$ cat config.mk
export PLATFORM = sky130hd
export DESIGN_NAME = trb_stream_serializer
export DESIGN_NICKNAME = d
export VERILOG_FILES = /design/src/rtl/dtb_pkg.sv /design/src/rtl/trb_lane_select.sv /design/src/rtl/trb_stream_serializer.sv
export SDC_FILE = /design/constraint.sdc
export NUM_CORES = 1
export LEC_CHECK = 0
export CAP_MARGIN = 10
export CORE_MARGIN = 3
export CORE_UTILIZATION = 49
export CTS_BUF_LIST = sky130_fd_sc_hd__clkbuf_16
export DETAILED_ROUTE_END_ITERATION = 8
export GPL_ROUTABILITY_DRIVEN = 0
export GPL_TIMING_DRIVEN = 0
export PLACE_DENSITY_LB_ADDON = 0.12
export SYNTH_ARGS = -nofsm -noshare
export SYNTH_HDL_FRONTEND = slang
export SYNTH_SLANG_ARGS = --single-unit
$ cat constraint.sdc
create_clock -name CLK_I -period 1.4 [get_ports CLK_I]
set_input_delay 0.28 -clock CLK_I [delete_from_list [all_inputs] [get_ports CLK_I]]
set_output_delay 0.28 -clock CLK_I [all_outputs]
set_load 0.1 [all_outputs]
$ cat src/rtl/dtb_pkg.sv
// Shared trace-buffer parameters and the serializer state type.
package dtb_pkg;

    localparam int TRB_WIDTH        = 32;
    localparam int TRB_MAX_TRACES   = 8;
    localparam int TRB_LANES_LOG2_W = $clog2($clog2(TRB_MAX_TRACES) + 1);

    typedef enum logic {
        SER_IDLE  = 1'b0,
        SER_SHIFT = 1'b1
    } ser_state_e;

endpackage

$ cat src/rtl/trb_lane_select.sv
// Masks the low lanes of the word shift register down to the active lane count.
module trb_lane_select
    import dtb_pkg::*;
#(
    parameter int MAX_TRACES = TRB_MAX_TRACES,
    parameter int LOG_W      = TRB_LANES_LOG2_W
) (
    input  logic [MAX_TRACES-1:0] lanes_in,
    input  logic [LOG_W-1:0]      lanes_log2,
    output logic [MAX_TRACES-1:0] beat
);

    // Lanes at or above 2**lanes_log2 are forced to zero.
    always_comb begin
        beat = '0;
        for (int i = 0; i < MAX_TRACES; i++) begin
            beat[i] = (i < int'(32'd1 << lanes_log2)) ? lanes_in[i] : 1'b0;
        end
    end

endmodule

$ cat src/rtl/trb_stream_serializer.sv
// Word-to-lane-beat serializer for the trace stream port.
// Optional underflow monitor enabled by macro STB_SER_UNDERFLOW_EN.
module trb_stream_serializer
    import dtb_pkg::*;
#(
    parameter int WIDTH      = TRB_WIDTH,
    parameter int MAX_TRACES = TRB_MAX_TRACES,
    parameter int LOG_W      = $clog2($clog2(MAX_TRACES) + 1)
) (
    input  logic                  CLK_I,
    input  logic                  RST_NI,
    input  logic [LOG_W-1:0]      CONF_LANES_LOG2_I,
    input  logic                  DATA_VALID_I,
    output logic                  DATA_READY_O,
    input  logic [WIDTH-1:0]      DATA_I,
    input  logic                  READ_I,
    output logic                  STREAM_VALID_O,
    output logic [MAX_TRACES-1:0] STREAM_O,
    output logic                  STREAM_LAST_O
`ifdef STB_SER_UNDERFLOW_EN
    ,
    output logic                  UNDERFLOW_O,
    output logic [15:0]           UNDERFLOW_CNT_O
`endif
);

    localparam int               LANES_LOG2_MAX = $clog2(MAX_TRACES);
    localparam int               CNT_W          = $clog2(WIDTH + 1);
    localparam logic [CNT_W-1:0] CNT_ONE        = CNT_W'(1);

    function automatic logic [LOG_W-1:0] sat_log2(input logic [LOG_W-1:0] conf);
        if (int'(conf) > LANES_LOG2_MAX) begin
            return LOG_W'(LANES_LOG2_MAX);
        end else begin
            return conf;
        end
    endfunction

    function automatic logic [CNT_W-1:0] last_beat_idx(input logic [LOG_W-1:0] lg);
        return CNT_W'(WIDTH >> lg) - CNT_ONE;
    endfunction

    ser_state_e            state_r, state_n;
    logic [WIDTH-1:0]      shreg_r, shreg_n;
    logic [LOG_W-1:0]      lanes_r, lanes_n;
    logic [CNT_W-1:0]      beat_r, beat_n;
    logic                  valid_r, valid_n;
    logic                  last_r, last_n;
    logic [MAX_TRACES-1:0] stream_r, stream_n;
    logic [MAX_TRACES-1:0] beat_sel_s;
    logic                  accept_s;
    logic                  consume_s;

    // Ready is combinational on READ_I so a new word can follow the last beat with no bubble.
    assign DATA_READY_O   = (state_r == SER_IDLE) | (last_r & READ_I);
    assign accept_s       = DATA_VALID_I & DATA_READY_O;
    assign consume_s      = valid_r & READ_I;
    assign STREAM_VALID_O = valid_r;
    assign STREAM_O       = stream_r;
    assign STREAM_LAST_O  = last_r;

    trb_lane_select #(
        .MAX_TRACES (MAX_TRACES),
        .LOG_W      (LOG_W)
    ) u_lane_select (
        .lanes_in   (shreg_n[MAX_TRACES-1:0]),
        .lanes_log2 (lanes_n),
        .beat       (beat_sel_s)
    );

    // Next-state: accept a word, advance one beat, or hold.
    always_comb begin
        state_n = state_r;
        shreg_n = shreg_r;
        lanes_n = lanes_r;
        beat_n  = beat_r;
        valid_n = valid_r;
        last_n  = last_r;
        if (accept_s) begin
            state_n = SER_SHIFT;
            shreg_n = DATA_I;
            lanes_n = sat_log2(CONF_LANES_LOG2_I);
            beat_n  = '0;
            valid_n = 1'b1;
            last_n  = (last_beat_idx(lanes_n) == '0);
        end else if (consume_s && last_r) begin
            state_n = SER_IDLE;
            beat_n  = '0;
            valid_n = 1'b0;
            last_n  = 1'b0;
        end else if (consume_s) begin
            shreg_n = shreg_r >> (32'd1 << lanes_r);
            beat_n  = beat_r + CNT_ONE;
            last_n  = (beat_n == last_beat_idx(lanes_r));
        end else begin
            state_n = state_r;
            valid_n = valid_r;
        end
        stream_n = valid_n ? beat_sel_s : '0;
    end

    // Control, word storage and registered stream outputs.
    always_ff @(posedge CLK_I) begin
        if (!RST_NI) begin
            state_r  <= SER_IDLE;
            shreg_r  <= '0;
            lanes_r  <= '0;
            beat_r   <= '0;
            valid_r  <= 1'b0;
            last_r   <= 1'b0;
            stream_r <= '0;
        end else begin
            state_r  <= state_n;
            shreg_r  <= shreg_n;
            lanes_r  <= lanes_n;
            beat_r   <= beat_n;
            valid_r  <= valid_n;
            last_r   <= last_n;
            stream_r <= stream_n;
        end
    end

`ifdef STB_SER_UNDERFLOW_EN
    logic        underflow_r;
    logic [15:0] underflow_cnt_r;

    assign UNDERFLOW_O     = underflow_r;
    assign UNDERFLOW_CNT_O = underflow_cnt_r;

    // Sticky flag and saturating count of pulls with no beat available.
    always_ff @(posedge CLK_I) begin
        if (!RST_NI) begin
            underflow_r     <= 1'b0;
            underflow_cnt_r <= 16'd0;
        end else if (READ_I && !valid_r) begin
            underflow_r     <= 1'b1;
            underflow_cnt_r <= (underflow_cnt_r == 16'hFFFF) ? underflow_cnt_r
                                                              : underflow_cnt_r + 16'd1;
        end else begin
            underflow_r     <= underflow_r;
            underflow_cnt_r <= underflow_cnt_r;
        end
    end
`else
    // Without the monitor, a pull with no valid beat simply has no effect.
`endif

endmodule

==> impl_metrics.yaml <==
synth:
  synth_edf_count: 0
  ys_seq_area_share_pct: 32.4
  synth-seq-cells: 51
  yosys.area.top_type: "dfxtp_1"
  syn_avg_cell_area_um2: 10.9
  ys_top_cells_by_count: "dfxtp_1, nor2_1, o21ai_0"
  syn_area_um2: 3150
  yosysWarnings: 0
  syn-num-nets: 330
  synth_top_area_share_pct: 32.4
  synth_cell_types: 51
  synth.most_common_cell: "dfxtp_1"
  yosys_most_used_dff: "dfxtp_1"
  async_flop_share_pct: 0
  synthTopCellsByArea: "dfxtp_1, mux4_2, mux4_1, a221oi_2, nor2_1"
  syn_inst: 290
critical_path:
  crit_family: "multiplexers"
  worstPathArrival_ps: 1850
  worstPathCellList: "buf_4, mux4_2, mux2_4, mux2i_4, nor2b_1"
  critPathCaptureType: "flip-flop"
  crit_type: "flip-flop to flip-flop"
  crit_path_max_fanout: 5
  worst_path_max_delay_cell: "mux4_2"
  reg2reg_depth: 5
  critPathLaunchType: "flip-flop"
  slowest_delay_ps: 500
  crit_required_ps: 1590
  worst-path-stages: 5
  critPathBufInv: 1
clock_tree:
  clock_latency_ps: 290
  cts_tree: "yes"
  root_buffer: "clkbuf_16"
  clock-sinks: 51
  cts.path.max_buffers: 2
  cts-buffers-inserted: 5
  ctsHoldBuffers: 0
  cts.clk_slew.worst_paths_ps: 70
  cts_htree_levels: 2
global_route:
  grt_pass1_wl_um: 14600
  grt_max_degree: 17
  antenna_found_initial: 0
  grt_pass1_vias: 2709
  grt_usage_pct: 25.3
  gr-total-overflow: 0
sta:
  setup_viol: 40
  period_share_pct: 119
  period_needed_ps: 1670
  rsz0062_at_grt: "yes"
  worst_pin_slew_ps: 488
  holdWs_ps: 402
  clock_skew_ps: 4.92
  max_freq_ghz: 0.599
  slew_headroom_pct: 67.7
  drv_slew: 0
  final-hold-violation-count: 0
  setup_ws_ps: -269
status:
  outcome: "finished, violations left"
  violations: "negative setup slack"
drt:
  ant_nets: 0
  vias: 2863
  viasPerCell: 6.32
  wl_per_cell_um: 22.2
  drc_errors: 0
  drtIter0Drc: 321
  dr.pass1.iters: 4
  drt-total-wl_um: 10000
die:
  die_area_um2: 7440
  pin_count: 49
  rows: 28
  die_width_um: 86.2
  dieHeight_um: 86.2
  start_util_pct: 52.0
  core_um2: 6060
layout:
  area_growth_syn_to_layout_pct: 43.4
  fin_nets: 417
  num-fill-cells: 410
  stdcell_count: 453
  n_antenna_cell: 0
  drive_above_1_share_pct: 44.2
  final_area_um2: 4520
power_and_ir_drop:
  pwr-share-clk_pct: 30.1
  ir_drop_mv: 0.748
  p_switching_mw: 1.30
  totalPowerFinal_mw: 4.15
  p_comb_share_pct: 29.5
  power_density_nw_per_um2: 916
  sequentialPowerShare_pct: 40.4
  p_leak_nw: 1.70
  p_int_mw: 2.84
  swShare_pct: 31.4
place:
  place.port_buffers: 47
  dp_hpwl_um: 6070
  placed_cells_incl_taps: 412
  place_area_um2: 3770
  post-place-ws_ps: -706
run:
  max_cap_violations: 0
hold_path:
  hold_path_class: "input port to flip-flop"
  min_delay_path_depth: 4
cell type report:
type	instances	area (um2)	area share, %
multi-input cells	211	2200	48.6
flip-flops and latches	51	1030	22.8
repair buffers	80	732	16.2
plain buffers	25	309	6.83
clock buffers	5	125	2.77
well taps	75	93.8	2.07
clock inverters	3	20.0	0.442
inverters	3	11.3	0.249
flip-flops by register name, indices dropped and copies added (netlist names):
name	cells
state_r	1
lanes_r	2
STREAM_O	8
shreg_r	32
STREAM_LAST_O	1
beat_r	6
STREAM_VALID_O	1
worst paths after layout:
check / slack, ps / startpoint / endpoint
hold reg to reg: 520 / shreg_r[30]$_SDFFE_PN0P_ / shreg_r[30]$_SDFFE_PN0P_
setup reg to reg: -270 / lanes_r[0]$_SDFF_PN0_ / shreg_r[5]$_SDFF_PN0_
setup / recovery: -270 / lanes_r[0]$_SDFF_PN0_ / shreg_r[5]$_SDFF_PN0_
hold / removal: 400 / READ_I / STREAM_LAST_O$_SDFFE_PN0P_
routing by layer:
layer	vias up	routed length, um	share of wire [%]	global-route usage [%]
met1	1408	4190	42	35.6
met4	0	204	2.0	5.38
met2	148	4730	47	40.2
met5	-	0	0	0
li1	1286	-	-	-
met3	21	912	9.1	5.51
kinds of logic (layout without fill, tap and decap cells):
| kind of cell | after synthesis | count (layout) | share of synthesized area (%) |
|---|---|---|---|
| flip-flops | 51 | 51 | 32.4 |
| buffers and inverters | 28 | 116 | 6.74 |
| AO/OA/AOI/OAI | 77 | 77 | 20.7 |
| XOR/XNOR | 12 | 12 | 3.33 |
| adder cells (fa/ha/maj) | 2 | 2 | 0.793 |
| multiplexers | 40 | 40 | 23.2 |
| AND/OR/NAND/NOR | 80 | 80 | 12.9 |
worst reg2reg max path, stage by stage, from the launching register on:
cell and delay, ps:
dfxtp_2 350, buf_4 170, mux4_2 510, mux2_4 300, mux2i_4 170, nor2b_1 60
what timing repair did:
item / CTS / global route
setup buffers: 20 / 7
endpoints found under the setup margin: 60 / 44
gates cloned: 4 / 2
pin swaps: 7 / 17
resized for setup: 123 / 38
metrics by stage:
step                TNS, ps  utilization (%)
global route          -8260             74.6
CTS                   -5670             70.3
detailed placement   -26870             62.3
global placement     -26260             62.3
finish                -6260             74.6
floorplan            -11200                -
cell usage in the layout (no fill, tap or decap), types with 5 or more instances in the layout:
master	synthesis	final
nor2b_1	11	9
buf_12	0	6
mux2i_4	0	5
xor2_1	6	5
buf_4	4	30
dfxtp_1	51	46
a21oi_2	1	5
a221oi_2	15	19
xnor2_1	6	6
buf_2	5	11
nand2_1	10	7
mux2_4	0	5
o21ai_0	22	17
nor2_1	34	32
clkdlybuf4s50_1	0	35
nand3_1	6	5
buf_6	10	10
mux4_2	13	22
clkbuf_16	0	7
mux2i_1	12	6
power groups by stage:
stage | combinational [mW] | clock, mW | sequential (mW)
after global placement | 0.887 | 0 | 1.68
final | 1.22 | 1.25 | 1.67
after global routing | 1.29 | 1.30 | 1.68
after detailed placement | 0.897 | 0 | 1.68
after CTS | 1.07 | 1.23 | 1.66
after floorplan | 0.602 | 0 | 1.68
No activity file was read; power rests on OpenSTA's default activity.
